`src/rtl/mdu_pkg.sv`:
```
// Shared definitions for the sequential multiply/divide unit:
// op encodings, FSM state type and divide-by-zero result constants.
package mdu_pkg;

    localparam logic [2:0] OP_MULT  = 3'd0;
    localparam logic [2:0] OP_MULTU = 3'd1;
    localparam logic [2:0] OP_DIV   = 3'd2;
    localparam logic [2:0] OP_DIVU  = 3'd3;
    localparam logic [2:0] OP_MTHI  = 3'd4;
    localparam logic [2:0] OP_MTLO  = 3'd5;

    typedef enum logic [1:0] {
        S_IDLE,
        S_MUL,
        S_DIV,
        S_FIX
    } state_e;

    // x / 0: LO is filled with this bit, HI returns the dividend as given
    localparam logic DZ_LO_BIT     = 1'b1;
    localparam logic DZ_HI_IS_SRC1 = 1'b1;

    function automatic logic op_signed(input logic [2:0] op);
        return (op == OP_MULT) || (op == OP_DIV);
    endfunction

endpackage

```
`src/rtl/mdu_div_step.sv`:
```
// One restoring-division step: shift a dividend bit into the partial
// remainder, trial-subtract the divisor, keep the difference if non-negative.
// Ports: rem_i/dvs_i/bit_i in; rem_o (new remainder), q_o (quotient bit) out.
module mdu_div_step #(
    parameter int W = 32
) (
    input  logic [W-1:0] rem_i,
    input  logic [W-1:0] dvs_i,
    input  logic         bit_i,
    output logic [W-1:0] rem_o,
    output logic         q_o
);

    logic [W:0] trial;
    logic [W:0] diff;

    assign trial = {rem_i, bit_i};
    assign diff  = trial - {1'b0, dvs_i};
    assign q_o   = ~diff[W];
    // remainder stays below the divisor, so W bits always suffice
    assign rem_o = q_o ? diff[W-1:0] : trial[W-1:0];

endmodule

```
`src/rtl/mdu_seq.sv`:
```
// Sequential multiply/divide unit with architectural HI/LO registers.
// Ports: clk, resetn, flush, kill, op_valid, op, src1, src2 in;
// op_ready, busy, hi_q, lo_q out.
module mdu_seq
    import mdu_pkg::*;
#(
    parameter int DATA_W         = 32,
    parameter int DIV_RADIX_BITS = 1,
    parameter int MUL_LAT        = 2
) (
    input  logic              clk,
    input  logic              resetn,
    input  logic              flush,
    input  logic              kill,
    input  logic              op_valid,
    input  logic [2:0]        op,
    input  logic [DATA_W-1:0] src1,
    input  logic [DATA_W-1:0] src2,
    output logic              op_ready,
    output logic              busy,
    output logic [DATA_W-1:0] hi_q,
    output logic [DATA_W-1:0] lo_q
);

    localparam int N  = DATA_W / DIV_RADIX_BITS;
    localparam int CW = $clog2(DATA_W + 1);

    state_e state_q, state_d;
    logic [CW-1:0] cnt_q, cnt_d;
    logic [DATA_W-1:0] a_q, a_d;
    logic [DATA_W-1:0] b_q, b_d;
    logic [DATA_W-1:0] dvs_q, dvs_d;
    logic [DATA_W-1:0] rem_q, rem_d;
    logic [DATA_W-1:0] quo_q, quo_d;
    logic [DATA_W-1:0] hi_d, lo_d;
    logic sgn_q, sgn_d;
    logic negq_q, negq_d;
    logic negr_q, negr_d;

    logic              sd;
    logic [DATA_W-1:0] a_mag, b_mag;
    logic [DATA_W-1:0] rem_nxt;
    logic [DIV_RADIX_BITS-1:0] qbits;
    logic [2*DATA_W-1:0] ax, bx, prod;

    assign op_ready = (state_q == S_IDLE);
    assign busy     = (state_q != S_IDLE);

    assign sd    = op_signed(op);
    assign a_mag = (sd & src1[DATA_W-1]) ? -src1 : src1;
    assign b_mag = (sd & src2[DATA_W-1]) ? -src2 : src2;

    // product of latched operands; settles within MUL_LAT cycles
    assign ax = sgn_q ? {{DATA_W{a_q[DATA_W-1]}}, a_q}
                      : {{DATA_W{1'b0}}, a_q};
    assign bx = sgn_q ? {{DATA_W{b_q[DATA_W-1]}}, b_q}
                      : {{DATA_W{1'b0}}, b_q};
    assign prod = ax * bx;

    // quo_q doubles as the dividend shifter: its MSBs feed the chain,
    // quotient bits enter at the bottom
    for (genvar j = 0; j < DIV_RADIX_BITS; j++) begin : g_step
        logic [DATA_W-1:0] rin, rout;
        if (j == 0) begin : g_first
            assign rin = rem_q;
        end else begin : g_next
            assign rin = g_step[j-1].rout;
        end
        mdu_div_step #(.W(DATA_W)) u_step (
            .rem_i (rin),
            .dvs_i (dvs_q),
            .bit_i (quo_q[DATA_W-1-j]),
            .rem_o (rout),
            .q_o   (qbits[DIV_RADIX_BITS-1-j])
        );
    end
    assign rem_nxt = g_step[DIV_RADIX_BITS-1].rout;

    always_comb begin
        state_d = state_q;
        cnt_d   = cnt_q;
        a_d     = a_q;
        b_d     = b_q;
        dvs_d   = dvs_q;
        rem_d   = rem_q;
        quo_d   = quo_q;
        sgn_d   = sgn_q;
        negq_d  = negq_q;
        negr_d  = negr_q;
        hi_d    = hi_q;
        lo_d    = lo_q;
        if (flush) begin
            state_d = S_IDLE;
        end else begin
            unique case (state_q)
                S_IDLE: begin
                    if (op_valid && !kill) begin
                        case (op)
                            OP_MULT, OP_MULTU: begin
                                state_d = S_MUL;
                                cnt_d   = CW'(MUL_LAT - 1);
                                a_d     = src1;
                                b_d     = src2;
                                sgn_d   = sd;
                            end
                            OP_DIV, OP_DIVU: begin
                                state_d = S_DIV;
                                cnt_d   = CW'(N - 1);
                                a_d     = src1;
                                b_d     = src2;
                                dvs_d   = b_mag;
                                quo_d   = a_mag;
                                rem_d   = '0;
                                negq_d  = sd & (src1[DATA_W-1] ^ src2[DATA_W-1]);
                                negr_d  = sd & src1[DATA_W-1];
                            end
                            OP_MTHI: hi_d = src1;
                            OP_MTLO: lo_d = src1;
                            default: ;
                        endcase
                    end
                end
                S_MUL: begin
                    if (cnt_q == '0) begin
                        {hi_d, lo_d} = prod;
                        state_d      = S_IDLE;
                    end else begin
                        cnt_d = cnt_q - CW'(1);
                    end
                end
                S_DIV: begin
                    rem_d = rem_nxt;
                    quo_d = {quo_q[DATA_W-DIV_RADIX_BITS-1:0], qbits};
                    if (cnt_q == '0) begin
                        state_d = S_FIX;
                    end else begin
                        cnt_d = cnt_q - CW'(1);
                    end
                end
                S_FIX: begin
                    if (b_q == '0) begin
                        lo_d = {DATA_W{DZ_LO_BIT}};
                        hi_d = DZ_HI_IS_SRC1 ? a_q : rem_q;
                    end else begin
                        lo_d = negq_q ? -quo_q : quo_q;
                        hi_d = negr_q ? -rem_q : rem_q;
                    end
                    state_d = S_IDLE;
                end
            endcase
        end
    end

    always_ff @(posedge clk or negedge resetn) begin
        if (!resetn) begin
            state_q <= S_IDLE;
            cnt_q   <= '0;
            a_q     <= '0;
            b_q     <= '0;
            dvs_q   <= '0;
            rem_q   <= '0;
            quo_q   <= '0;
            sgn_q   <= 1'b0;
            negq_q  <= 1'b0;
            negr_q  <= 1'b0;
            hi_q    <= '0;
            lo_q    <= '0;
        end else begin
            state_q <= state_d;
            cnt_q   <= cnt_d;
            a_q     <= a_d;
            b_q     <= b_d;
            dvs_q   <= dvs_d;
            rem_q   <= rem_d;
            quo_q   <= quo_d;
            sgn_q   <= sgn_d;
            negq_q  <= negq_d;
            negr_q  <= negr_d;
            hi_q    <= hi_d;
            lo_q    <= lo_d;
        end
    end

endmodule
```
`config.mk`:
```
export PLATFORM = sky130hd
export DESIGN_NAME = mdu_seq
export DESIGN_NICKNAME = d
export VERILOG_FILES = /design/src/rtl/mdu_pkg.sv /design/src/rtl/mdu_div_step.sv /design/src/rtl/mdu_seq.sv
export SDC_FILE = /design/constraint.sdc
export NUM_CORES = 2
export LEC_CHECK = 0
export CORE_ASPECT_RATIO = 0.7
export CORE_MARGIN = 4
export CORE_UTILIZATION = 64
export CTS_CLUSTER_DIAMETER = 150
export DETAILED_ROUTE_END_ITERATION = 7
export DONT_BUFFER_PORTS = 1
export GPL_ROUTABILITY_DRIVEN = 0
export PLACE_DENSITY = 0.8
export SETUP_SLACK_MARGIN = 0.1
export SLEW_MARGIN = 20
export SYNTH_ARGS = -nofsm -noshare
export SYNTH_HDL_FRONTEND = slang
export SYNTH_SLANG_ARGS = --single-unit
```
`constraint.sdc`:
```
create_clock -name clk -period 19.45 [get_ports clk]
set_input_delay 0.9725 -clock clk [delete_from_list [all_inputs] [get_ports clk]]
set_output_delay 0.9725 -clock clk [all_outputs]
set_load 0.01 [all_outputs]
```
Yosys cells after proc, flatten, opt, wreduce, memory -nomap -nowiden:

Index checks and enable logic that the tools add are counted.

* bits in registers: 235
* output and inout port bits: 66

* add/subtract/negate cells: 6
* multiply operators: 1
* eq/ne operators: 19
* multiplexer cells: 33
* bitwise gates (word level): 6
* reductions and logical operators: 23

Operators by type and width (count)
* 2-to-1 mux 32 bit: 17
* case mux 32 bit (3 select lines): 2
* 2-to-1 mux 64 bit: 2
* negation 32 bit: 4
* case mux 32 bit (2 select lines): 2
* multiplier 64 x 64 -> 64 bit: 1
* subtractor 33 x 32 -> 33 bit: 1
* logical NOT 32 bit: 1
* case mux 6 bit (2 select lines): 2
* AND reduction 4 bit: 5
* AND reduction 5 bit: 3
* 2-to-1 mux 6 bit: 2
* 2-to-1 mux 2 bit: 4
* inequality test 2 x 1 -> 1 bit, second input constant: 4
* case mux 2 bit (4 select lines): 1
* == test 3 x 2 -> 1 bit, second input constant: 2
* == test 3 bit, second input constant: 2
* logical NOT 6 bit: 1
* inequality test 3 bit, second input constant: 2
* nonzero test 2 bit: 3
* OR reduction 2 bit: 3
* subtractor 6 x 1 -> 6 bit, second input constant: 1
* == test 2 bit, second input constant: 2
* inequality test 2 bit, second input constant: 2
* other kinds (16): 19

Logic depth before layout (Yosys ltp):

* word-level depth: 7
* gate-level depth with buffers: 36
* mapped depth without buffers: 33

Cells and area by module:

From an unflattened synthesis, not the netlist that was laid out.

* cell total of the unflattened synthesis: 7033
* area, all modules: 63298.2 um^2

Modules (own cells, without submodules)
* mdu_seq: instances 1, cells each 6728, area each 60939.7 um^2
* mdu_div_step: instances 1, cells each 305, area each 2358.5 um^2

Least setup slack after synthesis:

Ideal clock, no wire load.

* kind: register to register
* start: reg a_q[31]
* end: reg hi_q[31]
* setup time: 82 ps
* arrival: 8940 ps
* slack: 10428 ps
* cell stages (with the launch flop): 30
* buffers on the path: 2
* period minus slack after synthesis: 9022 ps
* path through: dfrtp_1 > and2_1 > clkbuf_1 > clkbuf_1 > nand2_1 > fa_1 > inv_1 > fa_1 > fa_1 > inv_1 > fa_1 > inv_1 > fa_1 > fa_1 > fa_1 > fa_1 > fa_1 > inv_1 > fa_1 > inv_1 > ha_1 > and2_1 > nand3_1 > nor2_1 > nor3b_1 > o311ai_1 > a31oi_2 > a221oi_1 > or3_1 > a31oi_1

* longest elaborated chain between the ends: 4

Ends and longest elaborated chain
* start, declared: RTL line mdu_seq.sv:30 `logic [DATA_W-1:0] a_q, a_d;`
* start signal, assigned: RTL line mdu_seq.sv:158 `a_q <= '0;`
* start signal, assigned: RTL line mdu_seq.sv:171 `a_q <= a_d;`
* 2-to-1 mux 64 bit: RTL line mdu_seq.sv:54 `assign ax = sgn_q ? {{DATA_W{a_q[DATA_W-1]}}, a_q}`
* multiplier 64 x 64 -> 64 bit: RTL line mdu_seq.sv:58 `assign prod = ax * bx;`
* 2-to-1 mux 32 bit: RTL line mdu_seq.sv:124 `if (cnt_q == '0) begin`
* case mux 32 bit (3 select lines) (*): RTL line mdu_seq.sv:95 `unique case (state_q)`
* end signal, assigned: RTL line mdu_seq.sv:179 `hi_q <= hi_d;`
* end, declared: RTL line mdu_seq.sv:21 `output logic [DATA_W-1:0] hi_q,`

Mark *: on every way between the ends. The rest lies on a longest branch, timed or not. The select of a mux whose other input is x is not followed.
A chain may end at the register's enable or synchronous reset.

Final worst setup path:

* start: reg b_q[31]
* end: reg hi_q[27]

* longest elaborated chain between the ends: 4

Ends and longest elaborated chain
* start, declared: RTL line mdu_seq.sv:31 `logic [DATA_W-1:0] b_q, b_d;`
* start signal, assigned: RTL line mdu_seq.sv:159 `b_q <= '0;`
* start signal, assigned: RTL line mdu_seq.sv:172 `b_q <= b_d;`
* 2-to-1 mux 64 bit: RTL line mdu_seq.sv:56 `assign bx = sgn_q ? {{DATA_W{b_q[DATA_W-1]}}, b_q}`
* multiplier 64 x 64 -> 64 bit: RTL line mdu_seq.sv:58
* 2-to-1 mux 32 bit: RTL line mdu_seq.sv:124
* case mux 32 bit (3 select lines) (*): RTL line mdu_seq.sv:95

Marked as above.

==> results_dict.tcl <==
set metrics [dict create \
    status "finished, final reports clean" \
    max_stage_delay_ns 0.95 \
    seq_area_frac_synth_pct 9.38 \
    ys_types 85 \
    firstDrtPassIters 8 \
    fin_crit_sh_pct 54.9 \
    crit_arrival_ns 11.15 \
    synth_nets 8775 \
    setup_viol 0 \
    reg2reg_to "hi_q[27]" \
    slew_headroom_pct 16.9 \
    synth_warnings 0 \
    synth.area.top_cells "fa_1 45%, inv_1 9.6%, dfrtp_1 9.4%" \
    ant_nets 0 \
    synth.top_cells.by_count "1,596 x inv_1, 1,420 x fa_1, 939 x nand2_1" \
    die_y_um 270 \
    drt-total-wl_mm 199 \
    seqCellArea_mm2 0.00589 \
    cts.htree.levels 1 \
    async_reset_ff_share_pct 100 \
    cp_max_fo 45 \
    r2r_setup_slack_ns 8.77 \
    cap_violations 0 \
    port_buffers 0 \
    fin_skew_ns 0.0216 \
    tightest_slew_ns 1.25 \
    clock_sinks 235 \
    vias 49000 \
    syn_avg_cell_area_um2 9.04 \
    wl_per_cell_um 24.8 \
    hold_viol_final 0 \
    final_util_pct 66.8 \
    num_rows 95 \
    drc 0 \
    nets 8527 \
    cts_hold_buf 0 \
    maxSlewViolCount 0 \
    grt_overflow 0 \
    cts_buffers 23 \
    reg2reg_depth 30 \
    first_global_vias 51400 \
    gr-usage-all-layers_pct 39.7 \
    syn_area_mm2 0.0627 \
    start_util_pct 65.0 \
    clockBufferDepth 3 \
    crit_family "adder cells" \
    cpMostUsedCell "fa_1" \
    ys_ff_latch 235 \
    fmax_mhz 93.6 \
    synth_most_common_cell "inv_1" \
    dieArea_mm2 0.103 \
    synth_edf_count 0 \
    first_iter_violations 6236 \
    drive_above_1_share_pct 2.79 \
    grt_max_degree 236 \
    path_buf_inv 8 \
    yosysTopAreaCell "fa_1" \
    vias_per_cell 6.11 \
    multi_input_area_mm2 0.0495 \
    syn_inst 6933 \
    clkLatencyLatePin_ns 0.56 \
    grt_setup_unrepaired "no" \
    synthToLayoutAreaGrowth_pct 2.91 \
    crit_slowest_cell "and2_1" \
    period_minus_slack_ns 10.68 \
    die_x_um 382 \
    clkTransAtPathRegs_ns 0.07 \
    synth_top_flop_cell "dfrtp_1" \
    grt_pass1_wl_mm 311 \
    setup-tns-final_ns 0 \
    hp-class "in2async" \
    cts_root_buffer "clkbuf_16" \
    hpwl_mm 156 \
    ios 138 \
    antenna_found_initial 10 \
    crit_path_end_kind "register" \
    tritoncts "yes" \
    cts_resized 0 \
    post_cts.repair.setup_buffers 0 \
    path_class "reg2reg" \
    fillers 7495 \
    crit_required_ns 19.92 \
    synth_top_area_share_pct 45.3 \
    critPathLaunchType "register" \
    coreArea_mm2 0.0965 \
    crit-reg2reg-launch "b_q[31]" \
]
## layout make-up
| type | count | share of cell area (%) |
|---|---|---|
| Tap cell | 1309 | 2.54 |
| Clock inverter | 11 | 0.227 |
| Multi-Input combinational cell | 4737 | 76.7 |
| Clock buffer | 30 | 1.03 |
| Timing Repair Buffer | 90 | 1.05 |
| Inverter | 1598 | 9.30 |
| Antenna cell | 2 | 0.00776 |
| Sequential cell | 235 | 9.13 |
## per-layer routing
metal | vias up | part of all wire (%) | global-route usage (%) | wire length [µm]
met5 | - | 0.14 | 1.53 | 287
met4 | 14 | 5.0 | 14.1 | 10100
met3 | 625 | 19 | 20.1 | 37000
met2 | 3732 | 40 | 53.7 | 78900
met1 | 24400 | 37 | 54.8 | 72800
li1 | 20200 | - | - | -
## metrics by stage
step           hold WS, ns  area [µm²]  setup slack (ns)  cells
5_1_grt              0.111       64500              8.32   8010
3_5_place_dp         0.463       63700              8.92   7969
2_1_floorplan        0.450       62700             10.43   6933
3_3_place_gp         0.459       63700              8.97   7969
4_1_cts              0.109       64500              8.85   8010
6_report             0.117       64500              8.77   8012
## how the worst max path moves through the flow
stage                     cells past startpoint  startpoint       end
after floorplan                              29     a_q[31]  hi_q[31]
after global placement                       28       sgn_q  hi_q[31]
after detailed placement                     28       sgn_q  hi_q[31]
after CTS                                    28       sgn_q  hi_q[31]
after global routing                         30       sgn_q  hi_q[31]
final                                        30     b_q[31]  hi_q[27]
## flip-flops by register name (all words and copies together) (netlist names), 2 cells and up
name and cells:
a_q 32, b_q 32, dvs_q 32, g_step.rin 32
hi_q 32, lo_q 32, quo_q 32, cnt_q 6
state_q 2
## worst reg2reg max path: cells and delay by family (launching register included)
| family | cells | cell delay (ns) |
|---|---|---|
| fa+ha+maj | 11 | 5.43 |
| simple gates | 7 | 2.36 |
| buf+inv | 8 | 1.13 |
| compound gates | 3 | 0.90 |
| flops | 1 | 0.51 |
| xor+xnor | 1 | 0.26 |
## cell usage in the layout (no fill, tap or decap), types with 24 or more instances in the layout
master / Yosys / layout
nand3_1: 60 / 60
a21oi_1: 179 / 177
o21ai_1: 35 / 36
a31oi_1: 31 / 31
inv_1: 1596 / 1596
o31ai_1: 31 / 31
dfrtp_1: 235 / 229
nor4_1: 25 / 25
a21o_1: 61 / 61
buf_4: 1 / 90
xor2_1: 92 / 92
ha_1: 350 / 347
nor2_1: 178 / 176
nand2_1: 939 / 937
and2_1: 578 / 578
fa_1: 1420 / 1420
and3_1: 31 / 31
or3_1: 31 / 31
mux2i_1: 24 / 24
xnor2_1: 154 / 154
o21ai_0: 196 / 195
## cell families (layout without fill, tap and decap cells)
logic type	count (synthesis)	count (layout)	synth area share (%)
XOR/XNOR	247	247	3.46
other	0	2	0
multiplexers	27	27	0.437
flip-flops	235	235	9.38
adder cells (fa/ha/maj)	1772	1772	52.4
buffers and inverters	1961	1729	11.8
AO/OA/AOI/OAI	745	745	7.61
AND/OR/NAND/NOR	1946	1946	15.0
Power is not shown: default switching activity piles up to over one toggle a cycle in this logic, so the estimate is an artifact.
